[src/rtl/seg_scan_ctrl_if.sv]
// Load handshake and display-side bundle for seg_scan_ctrl.
// slave = the scan controller, master = whoever loads it and watches the pins.
interface seg_scan_ctrl_if #(
    parameter int NUM_DIGITS = 4
);
    logic                      load_valid;
    logic [4*NUM_DIGITS-1:0]   load_data;
    logic                      load_ready;
    logic [3:0]                dig_code;
    logic                      dig_enable;
    logic [NUM_DIGITS-1:0]     dig_sel;
    logic                      frame_done;

    modport master (
        output load_valid, load_data,
        input  load_ready, dig_code, dig_enable, dig_sel, frame_done
    );

    modport slave (
        input  load_valid, load_data,
        output load_ready, dig_code, dig_enable, dig_sel, frame_done
    );
endinterface

[src/rtl/seg_scan_ctrl.sv]
// Time-multiplexed 7-segment scan controller with tear-free double-buffered loading.
// Optional macro LEADING_ZERO_BLANK_EN blanks leading zero digits (digit 0 always shown).
module seg_scan_ctrl #(
    parameter int NUM_DIGITS   = 4,
    parameter int PRESCALE     = 50000,
    parameter int BLANK_CYCLES = 16
) (
    input  logic            clk,
    input  logic            reset,
    input  logic            scan_en,
    seg_scan_ctrl_if.slave  bus
);
    localparam int CNT_MAX = (PRESCALE > BLANK_CYCLES) ? PRESCALE : BLANK_CYCLES;
    localparam int CW      = (CNT_MAX > 1) ? $clog2(CNT_MAX) : 1;
    localparam int IW      = (NUM_DIGITS > 1) ? $clog2(NUM_DIGITS) : 1;
    localparam int DW      = 4 * NUM_DIGITS;

    localparam logic [CW-1:0] PRE_LAST   = CW'(PRESCALE - 1);
    localparam logic [CW-1:0] BLANK_LAST = CW'(BLANK_CYCLES - 1);
    localparam logic [IW-1:0] IDX_LAST   = IW'(NUM_DIGITS - 1);

    typedef enum logic [1:0] {
        IDLE,
        ON,
        BLANK
    } state_t;

    state_t                  state;
    logic [CW-1:0]           cnt;
    logic [IW-1:0]           idx;
    logic [DW-1:0]           active;
    logic [DW-1:0]           shadow;
    logic                    pending;

    logic [NUM_DIGITS-1:0]   sel_q;
    logic                    en_q;
    logic [3:0]              code_q;
    logic                    frame_q;

    logic                    copy;
    logic [DW-1:0]           next_active;
    logic [3:0]              digs [NUM_DIGITS];
    logic [IW-1:0]           enter_idx;
    logic [NUM_DIGITS-1:0]   enter_sel;
    logic [NUM_DIGITS-1:0]   lit_en;
    logic                    enter_en;
    logic [3:0]              enter_code;

    // Values the outputs take when a digit is about to light; the shadow is
    // forwarded here so the first digit after a swap already shows new data.
    always_comb begin
        copy = pending && ((state == IDLE) ||
                           (state == BLANK && cnt == BLANK_LAST &&
                            idx == IDX_LAST && scan_en));
        next_active = copy ? shadow : active;
        for (int i = 0; i < NUM_DIGITS; i++) begin
            digs[i] = next_active[4*i +: 4];
        end

        enter_idx = '0;
        if (state == BLANK && idx != IDX_LAST) begin
            enter_idx = idx + 1'b1;
        end
        enter_sel            = '1;
        enter_sel[enter_idx] = 1'b0;

`ifdef LEADING_ZERO_BLANK_EN
        begin : lz_blank
            logic zero_run;
            zero_run = 1'b1;
            lit_en   = '1;
            for (int i = NUM_DIGITS - 1; i > 0; i--) begin
                zero_run  = zero_run && (digs[i] == 4'b0000);
                lit_en[i] = ~zero_run;
            end
        end
`else
        lit_en = '1;
`endif

        enter_en   = lit_en[enter_idx];
        enter_code = digs[enter_idx];
    end

    // Scan FSM, load buffering and registered display outputs in one block.
    always_ff @(posedge clk or posedge reset) begin
        if (reset) begin
            state   <= IDLE;
            cnt     <= '0;
            idx     <= '0;
            active  <= '1;
            shadow  <= '0;
            pending <= 1'b0;
            sel_q   <= '1;
            en_q    <= 1'b0;
            code_q  <= 4'b0000;
            frame_q <= 1'b0;
        end else begin
            frame_q <= 1'b0;

            if (bus.load_valid && !pending) begin
                shadow  <= bus.load_data;
                pending <= 1'b1;
            end
            if (copy) begin
                active  <= shadow;
                pending <= 1'b0;
            end

            if (!scan_en) begin
                state <= IDLE;
                cnt   <= '0;
                idx   <= '0;
                sel_q <= '1;
                en_q  <= 1'b0;
            end else begin
                unique case (state)
                    IDLE: begin
                        state  <= ON;
                        cnt    <= '0;
                        idx    <= '0;
                        sel_q  <= enter_sel;
                        en_q   <= enter_en;
                        code_q <= enter_code;
                    end
                    ON: begin
                        if (cnt == PRE_LAST) begin
                            state <= BLANK;
                            cnt   <= '0;
                            sel_q <= '1;
                            en_q  <= 1'b0;
                        end else begin
                            cnt <= cnt + 1'b1;
                        end
                    end
                    BLANK: begin
                        if (cnt == BLANK_LAST) begin
                            state   <= ON;
                            cnt     <= '0;
                            idx     <= enter_idx;
                            sel_q   <= enter_sel;
                            en_q    <= enter_en;
                            code_q  <= enter_code;
                            frame_q <= (idx == IDX_LAST);
                        end else begin
                            cnt <= cnt + 1'b1;
                        end
                    end
                    default: begin
                        state <= IDLE;
                        cnt   <= '0;
                        idx   <= '0;
                        sel_q <= '1;
                        en_q  <= 1'b0;
                    end
                endcase
            end
        end
    end

    assign bus.load_ready = ~pending;
    assign bus.dig_sel    = sel_q;
    assign bus.dig_enable = en_q;
    assign bus.dig_code   = code_q;
    assign bus.frame_done = frame_q;
endmodule

[src/flat_wrapper.sv]
// flat-port wrapper written by rule: the top's interface ports become plain ports
module seg_scan_ctrl_flat 
#(
    parameter int NUM_DIGITS   = 4,
    parameter int PRESCALE     = 50000,
    parameter int BLANK_CYCLES = 16
)
  (clk, reset, scan_en, bus_load_valid, bus_load_data, bus_load_ready, bus_dig_code, bus_dig_enable, bus_dig_sel, bus_frame_done);
  seg_scan_ctrl_if #(.NUM_DIGITS(NUM_DIGITS)) bus_i ();
  input  logic clk;
  input  logic reset;
  input  logic scan_en;
  input wire logic [$bits(bus_i.load_valid)-1:0] bus_load_valid;
  input wire logic [$bits(bus_i.load_data)-1:0] bus_load_data;
  output wire logic [$bits(bus_i.load_ready)-1:0] bus_load_ready;
  output wire logic [$bits(bus_i.dig_code)-1:0] bus_dig_code;
  output wire logic [$bits(bus_i.dig_enable)-1:0] bus_dig_enable;
  output wire logic [$bits(bus_i.dig_sel)-1:0] bus_dig_sel;
  output wire logic [$bits(bus_i.frame_done)-1:0] bus_frame_done;
  assign bus_i.load_valid = bus_load_valid;
  assign bus_i.load_data = bus_load_data;
  assign bus_load_ready = bus_i.load_ready;
  assign bus_dig_code = bus_i.dig_code;
  assign bus_dig_enable = bus_i.dig_enable;
  assign bus_dig_sel = bus_i.dig_sel;
  assign bus_frame_done = bus_i.frame_done;
  seg_scan_ctrl #(.NUM_DIGITS(NUM_DIGITS), .PRESCALE(PRESCALE), .BLANK_CYCLES(BLANK_CYCLES)) u_core (.clk(clk), .reset(reset), .scan_en(scan_en), .bus(bus_i));
endmodule
[config.mk]
export PLATFORM = sky130hd
export DESIGN_NAME = seg_scan_ctrl_flat
export DESIGN_NICKNAME = d
export VERILOG_FILES = /design/src/rtl/seg_scan_ctrl_if.sv /design/src/rtl/seg_scan_ctrl.sv /design/src/flat_wrapper.sv
export SDC_FILE = /design/constraint.sdc
export NUM_CORES = 1
export LEC_CHECK = 0
export BUFFER_PORTS_ARGS = -buffer_cell sky130_fd_sc_hd__buf_2
export CORE_ASPECT_RATIO = 0.5
export CORE_MARGIN = 1.5
export CORE_UTILIZATION = 35
export DETAILED_ROUTE_END_ITERATION = 10
export GPL_TIMING_DRIVEN = 0
export PLACE_DENSITY = 0.53
export SLEW_MARGIN = 10
export SYNTH_ARGS = -nofsm -noshare
export SYNTH_HDL_FRONTEND = slang
export SYNTH_SLANG_ARGS = --single-unit
export TNS_END_PERCENT = 50
[constraint.sdc]
create_clock -name clk -period 1.78 [get_ports clk]
set_input_delay 0.356 -clock clk [delete_from_list [all_inputs] [get_ports clk]]
set_output_delay 0.356 -clock clk [all_outputs]
set_load 0.01 [all_outputs]
==> key figures <==
Placement
  – PortBufs: 30
  – Final GP Congestion: 0.8657
  – Dpl ws: -0.3984 ns
  – Detailed placer's ending HPWL: 5.139 mm

Synthesis
  – Syn. warnings: 0
  – Mapped Nets: 314
  – Post-synthesis register bit count: 62
  – Mean Syn Cell Area: 10.94 sq um
  – Synth cell types: 46
  – Post-Synthesis Cells: 288
  – Asr flop ratio synth: 1.000
  – Number of synthesized flops with an enable pin: 0
  – Cell Area, Synth: 3152 sq um
  – Post-synth top flop: dfrtp_1
  – Sequential area share after synthesis: 0.5002

Global routing
  – Largest net degree at the start of global routing: 39
  – GR Overflow Total: 0
  – Initial antenna violation count: 0
  – Total GRT Usage: 0.1848
  – Vias in the first global route: 2596
  – First-pass GRT wire length: 13.34 mm

Finish
  – Commonest non-fill, non-tap cell in the layout: dfrtp_1
  – Post-layout nets: 380
  – Layout area overhead: 41.05%
  – Layout cells sized above 1: 0.5237
  – Most frequent cells in the layout: 40 x dfrtp_1, 31 x buf_2, 21 x buf_4, 20 x dfstp_2, 19 x mux2_2
  – Final core occ: 0.5087
  – ANT cells: 0

STA
  – Fin. Hold Viols: 0
  – RSZ-0062 raised after global routing: true
  – TNS Setup: -4.302 ns
  – Final Cycle Share: 1.086
  – Max Fclk: 0.5175 GHz
  – Slew @ Worst Pin: 0.5907 ns
  – Clk_skew: 0.007044 ns
  – Fin crit period: 1.932 ns
  – Headroom to the max-slew limit: 0.6062
  – Final Slew Violations: 0
  – Final Hold Slack: 0.09235 ns
  – Final WS setup: -0.1524 ns
  – Final setup fails: 41

Worst setup path
  – Worst path max stage delay: 0.44 ns
  – Setup CP Type: flip-flop to flip-flop
  – CP required: 2.03 ns
  – Crit path launch type: flip-flop
  – Worst Path Max Fanout: 5
  – Worst path arrival time: 2.19 ns
  – WP buf/inv: 2
  – Cell Chain, Critical Path: nor4_4, and4_4, nand2_4, nand2_8, buf_12, buf_12, mux2_4
  – Cell mode on critical path: buf_12
  – Critical path's slowest cell: dfrtp_2
  – CP Capture Type: flip-flop
  – Family with the most delay on the worst path: simple AND/OR/NAND/NOR gates

Pwr
  – P per Cell Area: 1640 nW/um^2
  – Net Sw Frac: 0.3117
  – Switch Pwr: 0.002273 W
  – Lkg Pwr: 1.822 nW
  – Internal power: 0.005019 W
  – Sequential power share: 0.328
  – Max IR drop VDD: 0.7154 mV
  – Clock power frac: 0.266
  – Comb pwr share: 0.406

Route
  – DRT Pass-1 Iters: 5
  – Via-to-Cell Ratio: 5.261
  – Routed wire length: 8.160 mm
  – Total number of vias: 2504
  – Routed Antenna Nets: 0
  – DR iter-0 viols: 192
  – DR WL/cell: 17.14 microns
  – DRC violations left: 0

Clocking
  – # clock sinks: 62
  – TritonCTS buffer count: 9
  – TritonCTS clock tree: done
  – Worst-skew pair later-pin latency: 0.33 ns
  – Clock tree buffer depth: 2
  – # hold bufs at CTS: 0
  – Reg clk slew, reported paths: 0.06 ns
  – Clock H-tree levels: 3
  – CTS root buffer: clkbuf_16

Floorplan
  – Num ports: 31
  – Die width: 137.2 microns
  – Vert. Die Dim: 70.10 microns
  – Initial Util: 0.3607
  – Core area: 8738 sq um
  – Row count: 24
  – Area of the die: 9618 sq um

Worst hold path
  – Worst min path class: primary input to async pin

Status
  – Status: finished, violations left
  – Failing checks: setup timing

Run
  – # Max-Cap Violations: 0
-- area by class of cell --
cell class                 count  area [sq um]
fill                         766          4293
tap                          117         146.4
buffer                        12         110.1
timing repair buffer          57         434.2
sequential                    62          1579
clock buffer                  13         270.3
multi-input combinational    202          1799
inverter                      10         41.29
clock inverter                 3         65.06
-- flip-flops by register name, summed over array words and instances (netlist names), 2 cells and up --
name and flops:
u_core.state 2, u_core.cnt 16, u_core.shadow 16, u_core.active 16, u_core.bus.dig_code 4, u_core.idx 2, u_core.bus.dig_sel 4
-- what timing repair did --
item,4_1_cts,5_1_grt
endpoints found under the setup margin,53,44
gates resized for setup,55,38
pin swaps,17,19
setup buffers,16,7
cloned,2,1
-- layer usage --
layer  vias up  global-route usage  wire [microns]
met5         -                   0               0
met4         0             0.07018              96
met3         6             0.05592             316
met2        48              0.2859            3953
met1      1267              0.2439            3793
li1       1183                   -               -
-- worst paths after layout --
kind / startpoint / to / slack (ns) / cells past startpoint
worst max register to register: u_core.cnt[12] / u_core.active[14] / -0.15 / 7
worst max-delay path: u_core.cnt[12] / u_core.active[14] / -0.15 / 7
min in group clk: bus_load_data[1] / u_core.shadow[1] / 0.26 / 2
worst min register to register: u_core.cnt[0] / u_core.cnt[0] / 0.50 / 1
worst min-delay path: reset / u_core.cnt[15] / 0.09 / 2
max in group asynchronous: reset / u_core.active[6] / 1.05 / 3
-- worst reg2reg max path, delay by kind of cell (launching register included) --
kind          cells  cell delay, ns
simple gates      4            0.90
flops             1            0.44
mux               1            0.30
buf+inv           2            0.22
-- stage by stage --
stage	total power [W]	std cells	instance area, sq um
2_1_floorplan	0.003919	288	3248
3_3_place_gp	0.004418	435	3545
3_5_place_dp	0.004457	436	3565
4_1_cts	0.007071	469	4272
5_1_grt	0.007690	476	4446
6_report	0.007291	476	4446
-- power groups by stage --
| stage | logic [W] | registers (W) | clock network [W] |
|---|---|---|---|
| after detailed placement | 0.00208 | 0.00238 | 0 |
| after global routing | 0.00317 | 0.00246 | 0.00206 |
| after global placement | 0.00205 | 0.00236 | 0 |
| after CTS | 0.00272 | 0.00238 | 0.00198 |
| final | 0.00296 | 0.00239 | 0.00194 |
| after floorplan | 0.00162 | 0.00230 | 0 |
-- synthesized netlist by cell type, types with 6 or more instances --
cell type | count | area, sq um
dfrtp_1 | 42 | 1051
mux2_2 | 36 | 405.4
o21ai_0 | 21 | 105.1
dfstp_2 | 20 | 525.5
nor2_1 | 20 | 75.07
nand2_1 | 16 | 60.06
nand3_1 | 16 | 80.08
a21oi_1 | 11 | 55.05
clkbuf_1 | 10 | 37.54
inv_1 | 10 | 37.54
xnor2_1 | 7 | 61.31
xor2_1 | 7 | 61.31
a31oi_1 | 6 | 37.54
ha_1 | 6 | 75.07
-- cell families (layout without fill, tap and decap cells) --
family,count (synthesis),count (layout),synth area share
XOR/XNOR,14,14,0.03891
AND/OR/NAND/NOR,82,82,0.1354
flip-flops,62,62,0.5002
buffers and inverters,24,95,0.03255
AO/OA/AOI/OAI,59,59,0.1247
multiplexers,41,41,0.1445
adder cells (fa/ha/maj),6,6,0.02382
Power figures use the tool's default switching activity.
